==> config.mk <==
export PLATFORM = sky130hd
export DESIGN_NAME = uart_program_loader
export DESIGN_NICKNAME = d
export VERILOG_FILES = /design/src/rtl/uart_program_loader_pkg.sv /design/src/rtl/loader_timeout.sv /design/src/rtl/uart_program_loader.sv
export SDC_FILE = /design/constraint.sdc
export NUM_CORES = 1
export LEC_CHECK = 0
export CORE_UTILIZATION = 45
export CTS_CLUSTER_SIZE = 20
export DETAILED_ROUTE_END_ITERATION = 7
export GPL_TIMING_DRIVEN = 0
export HOLD_SLACK_MARGIN = 0.08
export PLACE_DENSITY_LB_ADDON = 0.08
export SLEW_MARGIN = 30
export SYNTH_ARGS = -nofsm -noshare
export SYNTH_HDL_FRONTEND = slang
export SYNTH_SLANG_ARGS = --single-unit
==> constraint.sdc <==
create_clock -name clk -period 3.52 [get_ports clk]
set_input_delay 0.528 -clock clk [delete_from_list [all_inputs] [get_ports clk]]
set_output_delay 0.528 -clock clk [all_outputs]
set_load 0.01 [all_outputs]
==> src/rtl/uart_program_loader_pkg.sv <==
// rtl/uart_program_loader_pkg.sv - shared loader state encoding, timeout default and image byte order
package uart_program_loader_pkg;

  typedef enum logic [2:0] {
    ST_CNT_HI,
    ST_CNT_LO,
    ST_DATA_HI,
    ST_DATA_LO,
    ST_WRITE,
    ST_CHECK,
    ST_RUN,
    ST_ERROR
  } loader_state_t;

  localparam int TIMEOUT_DEFAULT = 100000;

  // Image words travel big-endian: the first byte on the wire is the high byte.
  function automatic logic [15:0] image_word(input logic [7:0] first, input logic [7:0] second);
    return {first, second};
  endfunction

  // States that wait on a byte from an image that has already started.
  function automatic logic timed_state(input loader_state_t s);
    return (s == ST_CNT_LO) || (s == ST_DATA_HI) || (s == ST_DATA_LO) || (s == ST_CHECK);
  endfunction

endpackage

==> src/rtl/loader_timeout.sv <==
// rtl/loader_timeout.sv - idle-cycle counter that flags the cycle on which LIMIT would be reached
module loader_timeout #(
  parameter int LIMIT = 100000
) (
  input  logic clk,
  input  logic reset,
  input  logic clear,
  input  logic enable,
  output logic expired
);

  localparam int CW = $clog2(LIMIT + 1);

  logic [CW-1:0] cnt;

  // Expiry is combinational so the caller can act on the same cycle the limit is hit.
  assign expired = enable && (cnt == CW'(LIMIT - 1));

  always_ff @(posedge clk) begin
    if (reset || clear) begin
      cnt <= '0;
    end else if (enable && !expired) begin
      cnt <= cnt + CW'(1);
    end
  end

endmodule

==> src/rtl/uart_program_loader.sv <==
// rtl/uart_program_loader.sv - boot sequencer: loads a UART program image into RAM, verifies it, releases the CPU
module uart_program_loader
  import uart_program_loader_pkg::*;
#(
  parameter int ADDR_W         = 8,
  parameter int DATA_W         = 16,
  parameter int TIMEOUT_CYCLES = TIMEOUT_DEFAULT
) (
  input  logic              clk,
  input  logic              reset,
  input  logic              rx_valid,
  input  logic [7:0]        rx_data,
  input  logic              cpu_ram_re,
  input  logic              cpu_ram_we,
  input  logic [ADDR_W-1:0] cpu_ram_addr,
  input  logic [DATA_W-1:0] cpu_ram_wdata,
  output logic              ram_re,
  output logic              ram_we,
  output logic [ADDR_W-1:0] ram_addr,
  output logic [DATA_W-1:0] ram_wdata,
  output logic              cpu_hold,
  output logic              load_done,
  output logic              load_error,
  output logic [ADDR_W:0]   load_count
);

  localparam logic [16:0] MAX_WORDS = 17'(1) << ADDR_W;

  loader_state_t   state, state_next;
  logic [15:0]     count;
  logic [7:0]      hi_byte, lo_byte, chk;
  logic [ADDR_W:0] idx;
  logic            hold_q, done_q, error_q;
  logic            tmo_enable, tmo_expired;
  logic [15:0]     n_rx;
  logic            last_word;

  assign n_rx       = {count[15:8], rx_data};
  assign last_word  = (17'(idx) + 17'd1) == 17'(count);
  assign tmo_enable = timed_state(state) && !rx_valid;

  loader_timeout #(
    .LIMIT (TIMEOUT_CYCLES)
  ) u_timeout (
    .clk     (clk),
    .reset   (reset),
    .clear   (!tmo_enable),
    .enable  (tmo_enable),
    .expired (tmo_expired)
  );

  always_ff @(posedge clk) begin
    if (reset) begin
      state <= ST_CNT_HI;
    end else begin
      state <= state_next;
    end
  end

  always_comb begin
    state_next = state;
    case (state)
      ST_CNT_HI: begin
        if (rx_valid) state_next = ST_CNT_LO;
      end
      ST_CNT_LO: begin
        if (rx_valid) begin
          if (17'(n_rx) > MAX_WORDS) state_next = ST_ERROR;
          else if (n_rx == 16'd0)    state_next = ST_CHECK;
          else                       state_next = ST_DATA_HI;
        end else if (tmo_expired) begin
          state_next = ST_ERROR;
        end
      end
      ST_DATA_HI: begin
        if (rx_valid)         state_next = ST_DATA_LO;
        else if (tmo_expired) state_next = ST_ERROR;
      end
      ST_DATA_LO: begin
        if (rx_valid)         state_next = ST_WRITE;
        else if (tmo_expired) state_next = ST_ERROR;
      end
      ST_WRITE: begin
        // A byte arriving while the word is being committed means the sender overran us.
        if (rx_valid)       state_next = ST_ERROR;
        else if (last_word) state_next = ST_CHECK;
        else                state_next = ST_DATA_HI;
      end
      ST_CHECK: begin
        if (rx_valid)         state_next = (rx_data == chk) ? ST_RUN : ST_ERROR;
        else if (tmo_expired) state_next = ST_ERROR;
      end
      ST_RUN:   state_next = ST_RUN;
      ST_ERROR: state_next = ST_ERROR;
      default:  state_next = ST_ERROR;
    endcase
  end

  always_ff @(posedge clk) begin
    if (reset) begin
      count   <= '0;
      hi_byte <= '0;
      lo_byte <= '0;
      chk     <= '0;
      idx     <= '0;
      hold_q  <= 1'b1;
      done_q  <= 1'b0;
      error_q <= 1'b0;
    end else begin
      hold_q  <= (state_next != ST_RUN);
      done_q  <= (state_next == ST_RUN);
      error_q <= (state_next == ST_ERROR);
      case (state)
        ST_CNT_HI:  if (rx_valid) count[15:8] <= rx_data;
        ST_CNT_LO:  if (rx_valid) count[7:0] <= rx_data;
        ST_DATA_HI: begin
          if (rx_valid) begin
            hi_byte <= rx_data;
            chk     <= chk ^ rx_data;
          end
        end
        ST_DATA_LO: begin
          if (rx_valid) begin
            lo_byte <= rx_data;
            chk     <= chk ^ rx_data;
          end
        end
        ST_WRITE:   idx <= idx + 1'b1;
        default:    ;
      endcase
    end
  end

  // The CPU only ever sees the RAM once the image has been verified.
  always_comb begin
    ram_re    = 1'b0;
    ram_we    = (state == ST_WRITE);
    ram_addr  = idx[ADDR_W-1:0];
    ram_wdata = DATA_W'(image_word(hi_byte, lo_byte));
    if (state == ST_RUN) begin
      ram_re    = cpu_ram_re;
      ram_we    = cpu_ram_we;
      ram_addr  = cpu_ram_addr;
      ram_wdata = cpu_ram_wdata;
    end
  end

  assign cpu_hold   = hold_q;
  assign load_done  = done_q;
  assign load_error = error_q;
  assign load_count = idx;

endmodule
==> flow_summary_export.csv <==
group,metric,value,unit
outcome,result_of_the_run,"finished, final reports clean",
yosys,yosys.cell_types.count,50,
yosys,netlist_area,0.003681,mm^2
floorplan,rows,32,
critical_path,crit_type,"reg -> out",
yosys,most_frequent_cell_after_synthesis,"sky130_fd_sc_hd__nand2_1",
layout,multi_input_comb_area,0.002107,mm^2
power,fin_total_pwr,2.429,mW
critical_path,worst_setup_path_end_kind,"primary output",
place,dp.final_hpwl,6511,um
yosys,syn-num-nets,488,
floorplan,dieWidth,92.45,um
global_routing,largest_net_degree_at_the_start_of_global_routing,13,
timing,fmax,299.7,MHz
yosys,syn_inst,449,
clock_network,insertion_delay_of_the_later_clocked_pin_in_the_worst_skew_pair,0.35,ns
place,port_buffers,65,
routing,route.antenna.remaining_nets,0,
yosys,yosys_register_bits,72,
critical_path,worstPathCellList,"clkbuf_1 > nor2b_1 > nand2_1 > clkbuf_2 > mux2_2 > clkdlybuf4s50_1",
layout,insertedDiodeCount,0,
layout,fin_cells,632,
yosys,yosys-top-cells-area,"sky130_fd_sc_hd__dfxtp_1 (39%), sky130_fd_sc_hd__nand2_1 (9.4%), sky130_fd_sc_hd__mux2_2 (7.3%)",
clock_network,cts_tree,"done",
yosys,ys_warn_count,0,
critical_path,timing.critical_path.from_type,"flop",
timing,fin_crit,3.336,ns
power,swShare,33.20,%
layout,sequential_cell_area,0.001441,mm^2
global_routing,gr-usage-all-layers,22.36,%
timing,fin_worst_skew,0.01874,ns
routing,wl_per_cell,14.41,um
yosys,ys_top_cells_by_count,"sky130_fd_sc_hd__nand2_1 (92), sky130_fd_sc_hd__dfxtp_1 (72), sky130_fd_sc_hd__a21oi_1 (38), sky130_fd_sc_hd__nor2_1 (38), sky130_fd_sc_hd__xor2_1 (30)",
flow_run,cap_violations,0,
critical_path,critical_path.n_buffers_inverters,3,
power,worst_ir_drop_vdd,232.7,uV
min_path,min-delay-path-class,"reg -> reg",
place,place_inst,616,
layout,area_growth_syn_to_layout,27.16,%
clock_network,clk_root_buffer_cell,"sky130_fd_sc_hd__clkbuf_8",
clock_network,h-tree-depth,3,
power,cellPowerDensity,518.9,mW/mm^2
global_routing,grt-ovfl-total,0,
yosys,synth_top_cell_area_share,39.16,%
power,power.share.sequential,39.8,%
timing,final_critical_path_setup_slack,0.1837,ns
routing,detailroute.via_count,3340,
global_routing,via_count_of_the_first_global_routing_pass,3178,
critical_path,worst-endpoint-required,2.99,ns
timing,fin_crit_sh,94.78,%
routing,vias_per_cell,5.285,
routing,drtPass1Iterations,5,
floorplan,top_level_ports,75,
clock_network,post-cts-setup-buffer-count,0,
critical_path,critPathMaxStageDelay,0.48,ns
yosys,synth_ff_type,"sky130_fd_sc_hd__dfxtp_1",
floorplan,core-area,0.007807,mm^2
timing,worst-slew-pin-transition,0.8723,ns
critical_path,reg2reg_slack,0.97,ns
power,switching_power,806.2,uW
yosys,ys_seq_area_share,39.16,%
critical_path,cp_data_arrival_time,2.81,ns
clock_network,cts_num_sinks,72,
yosys,cell_type_with_the_largest_total_area_after_synthesis,"sky130_fd_sc_hd__dfxtp_1",
critical_path,critical-path-slowest-cell,"sky130_fd_sc_hd__clkdlybuf4s50_1",
global_routing,antenna_violations_before_repair,0,
power,share_comb_of_total_power,30.6,%
clock_network,clk_pin_slew_worst_paths,0.09,ns
routing,dr.first_iter.drc_count,143,
timing,rsz_0062_raised_after_global_routing,"false",
power,internal_power,1.622,mW
floorplan,dieArea,0.008546,mm^2
place,post-place-ws,0.3102,ns
global_routing,global_route_wire_length_before_repair,15160,um
clock_network,cts_buffers,9,
floorplan,initial_utilization,47.15,%
yosys,post_synth.cell_area_avg,8.198,um^2
yosys,ys_async_sr_fraction,0,%
routing,route.detailed.drc,0,
layout,drive_above_1_share,10.00,%
timing,maxSlewViolCount,0,
layout,final_nets,564,
power,static-leakage-power,1.654,nW
yosys,synth_enable_flop_cells,0,
layout,fill_cells,740,
timing,setup_violations,0,
critical_path,maximum_fanout_encountered_on_the_critical_timing_path,10,
place,routabilityCongestion,0.8358,
clock_network,cts-root-to-sink-buffers,2,
timing,setup_total_negative_slack,0,ns
clock_network,cts_hold_repair_buffers,0,
power,pwr-share-clk,29.6,%
critical_path,cp_top_family,"buffers and inverters",
timing,maxSlewHeadroom,41.40,%
floorplan,die_height,92.45,um
timing,report.final.hold_viol_count,0,
routing,wl_final,9108,um
-- cell type report --
cell class	count	area share, %
clock buffer	11	2.807
buffer	29	2.379
inverter	8	0.6415
multi-input combinational	340	45.01
timing repair buffer	65	13.90
tap	102	2.727
clock inverter	5	1.738
sequential	72	30.79
-- through the flow --
stage          util, %  instance area, um^2  hold slack [ns]
2_1_floorplan        -                 3681           0.4308
3_3_place_gp     57.12                 4459           0.4386
3_5_place_dp     57.20                 4466           0.4464
4_1_cts          59.94                 4679           0.4578
5_1_grt          59.95                 4681           0.4778
6_report         59.95                 4681           0.4565
-- worst paths after layout --
kind	from	endpoint	cells past startpoint
worst max-delay path	state[0]	ram_wdata[14]	6
worst min-delay path	hi_byte[1]	hi_byte[1]	2
worst max register to register	u_timeout.cnt[7]	load_error	7
worst min register to register	hi_byte[1]	hi_byte[1]	2
-- flip-flops by register name, indices dropped and copies added, names as in the netlist --
signal and count:
u_timeout.cnt 17, count 16, load_count 9, chk 8, hi_byte 8, lo_byte 8, state 3, cpu_hold 1
load_done 1, load_error 1
-- tightest hold or removal path: cells and delay by family (launching register included) --
family           cells  cell delay (ns)
AO/OA/AOI/OAI        1             0.05
AND/OR/NAND/NOR      1             0.05
flip-flops           1             0.32
-- layout by cell type, fill, tap and decap left out, types with 3 or more instances in the layout --
cell type / instances
sky130_fd_sc_hd__a21oi_1: 38
sky130_fd_sc_hd__and2_1: 5
sky130_fd_sc_hd__and3_1: 6
sky130_fd_sc_hd__clkbuf_1: 28
sky130_fd_sc_hd__clkbuf_8: 9
sky130_fd_sc_hd__clkdlybuf4s50_1: 65
sky130_fd_sc_hd__dfxtp_1: 72
sky130_fd_sc_hd__inv_1: 8
sky130_fd_sc_hd__mux2_2: 24
sky130_fd_sc_hd__nand2_1: 92
sky130_fd_sc_hd__nand3_1: 7
sky130_fd_sc_hd__nand3b_1: 3
sky130_fd_sc_hd__nand4_1: 6
sky130_fd_sc_hd__nor2_1: 38
sky130_fd_sc_hd__nor2b_1: 4
sky130_fd_sc_hd__nor3_1: 12
sky130_fd_sc_hd__nor4_1: 7
sky130_fd_sc_hd__o21a_1: 3
sky130_fd_sc_hd__o21ai_0: 6
sky130_fd_sc_hd__or3_1: 5
sky130_fd_sc_hd__xnor2_1: 16
sky130_fd_sc_hd__xor2_1: 30
-- per-layer routing --
layer | vias up | share of wire [%] | GRT usage (%) | routed length (um)
met3 | 5 | 4.0 | 3.941 | 367
met2 | 76 | 49 | 37.53 | 4418
met5 | - | 0 | 0 | 0
li1 | 1678 | - | - | -
met4 | 0 | 0.48 | 5.729 | 44
met1 | 1581 | 47 | 29.53 | 4278
-- power by group through the flow --
stage	Combinational, mW	Clock, mW	Sequential, mW
4_1_cts	0.744	0.727	0.966
5_1_grt	0.825	0.768	0.978
3_3_place_gp	0.723	0	0.982
2_1_floorplan	0.511	0	0.972
6_report	0.742	0.719	0.967
3_5_place_dp	0.738	0	0.984
-- logic make-up after synthesis --
family / after synthesis / synth area share, %
adders and majority gates: 2 / 0.6797
AOI/OAI and AO/OA: 64 / 10.57
DFF: 72 / 39.16
and+or+nand+nor: 203 / 27.26
buffers and inverters: 37 / 3.773
muxes: 25 / 7.614
xor gates and xnor gates: 46 / 10.94
-- repair_timing --
action                                  CTS  global route
gates resized for setup                   1             2
gates cloned                              0             0
hold endpoints to repair                  0             0
endpoints found under the setup margin    9            10
pin swaps                                 0             0
(Power assumes the default switching activity.)
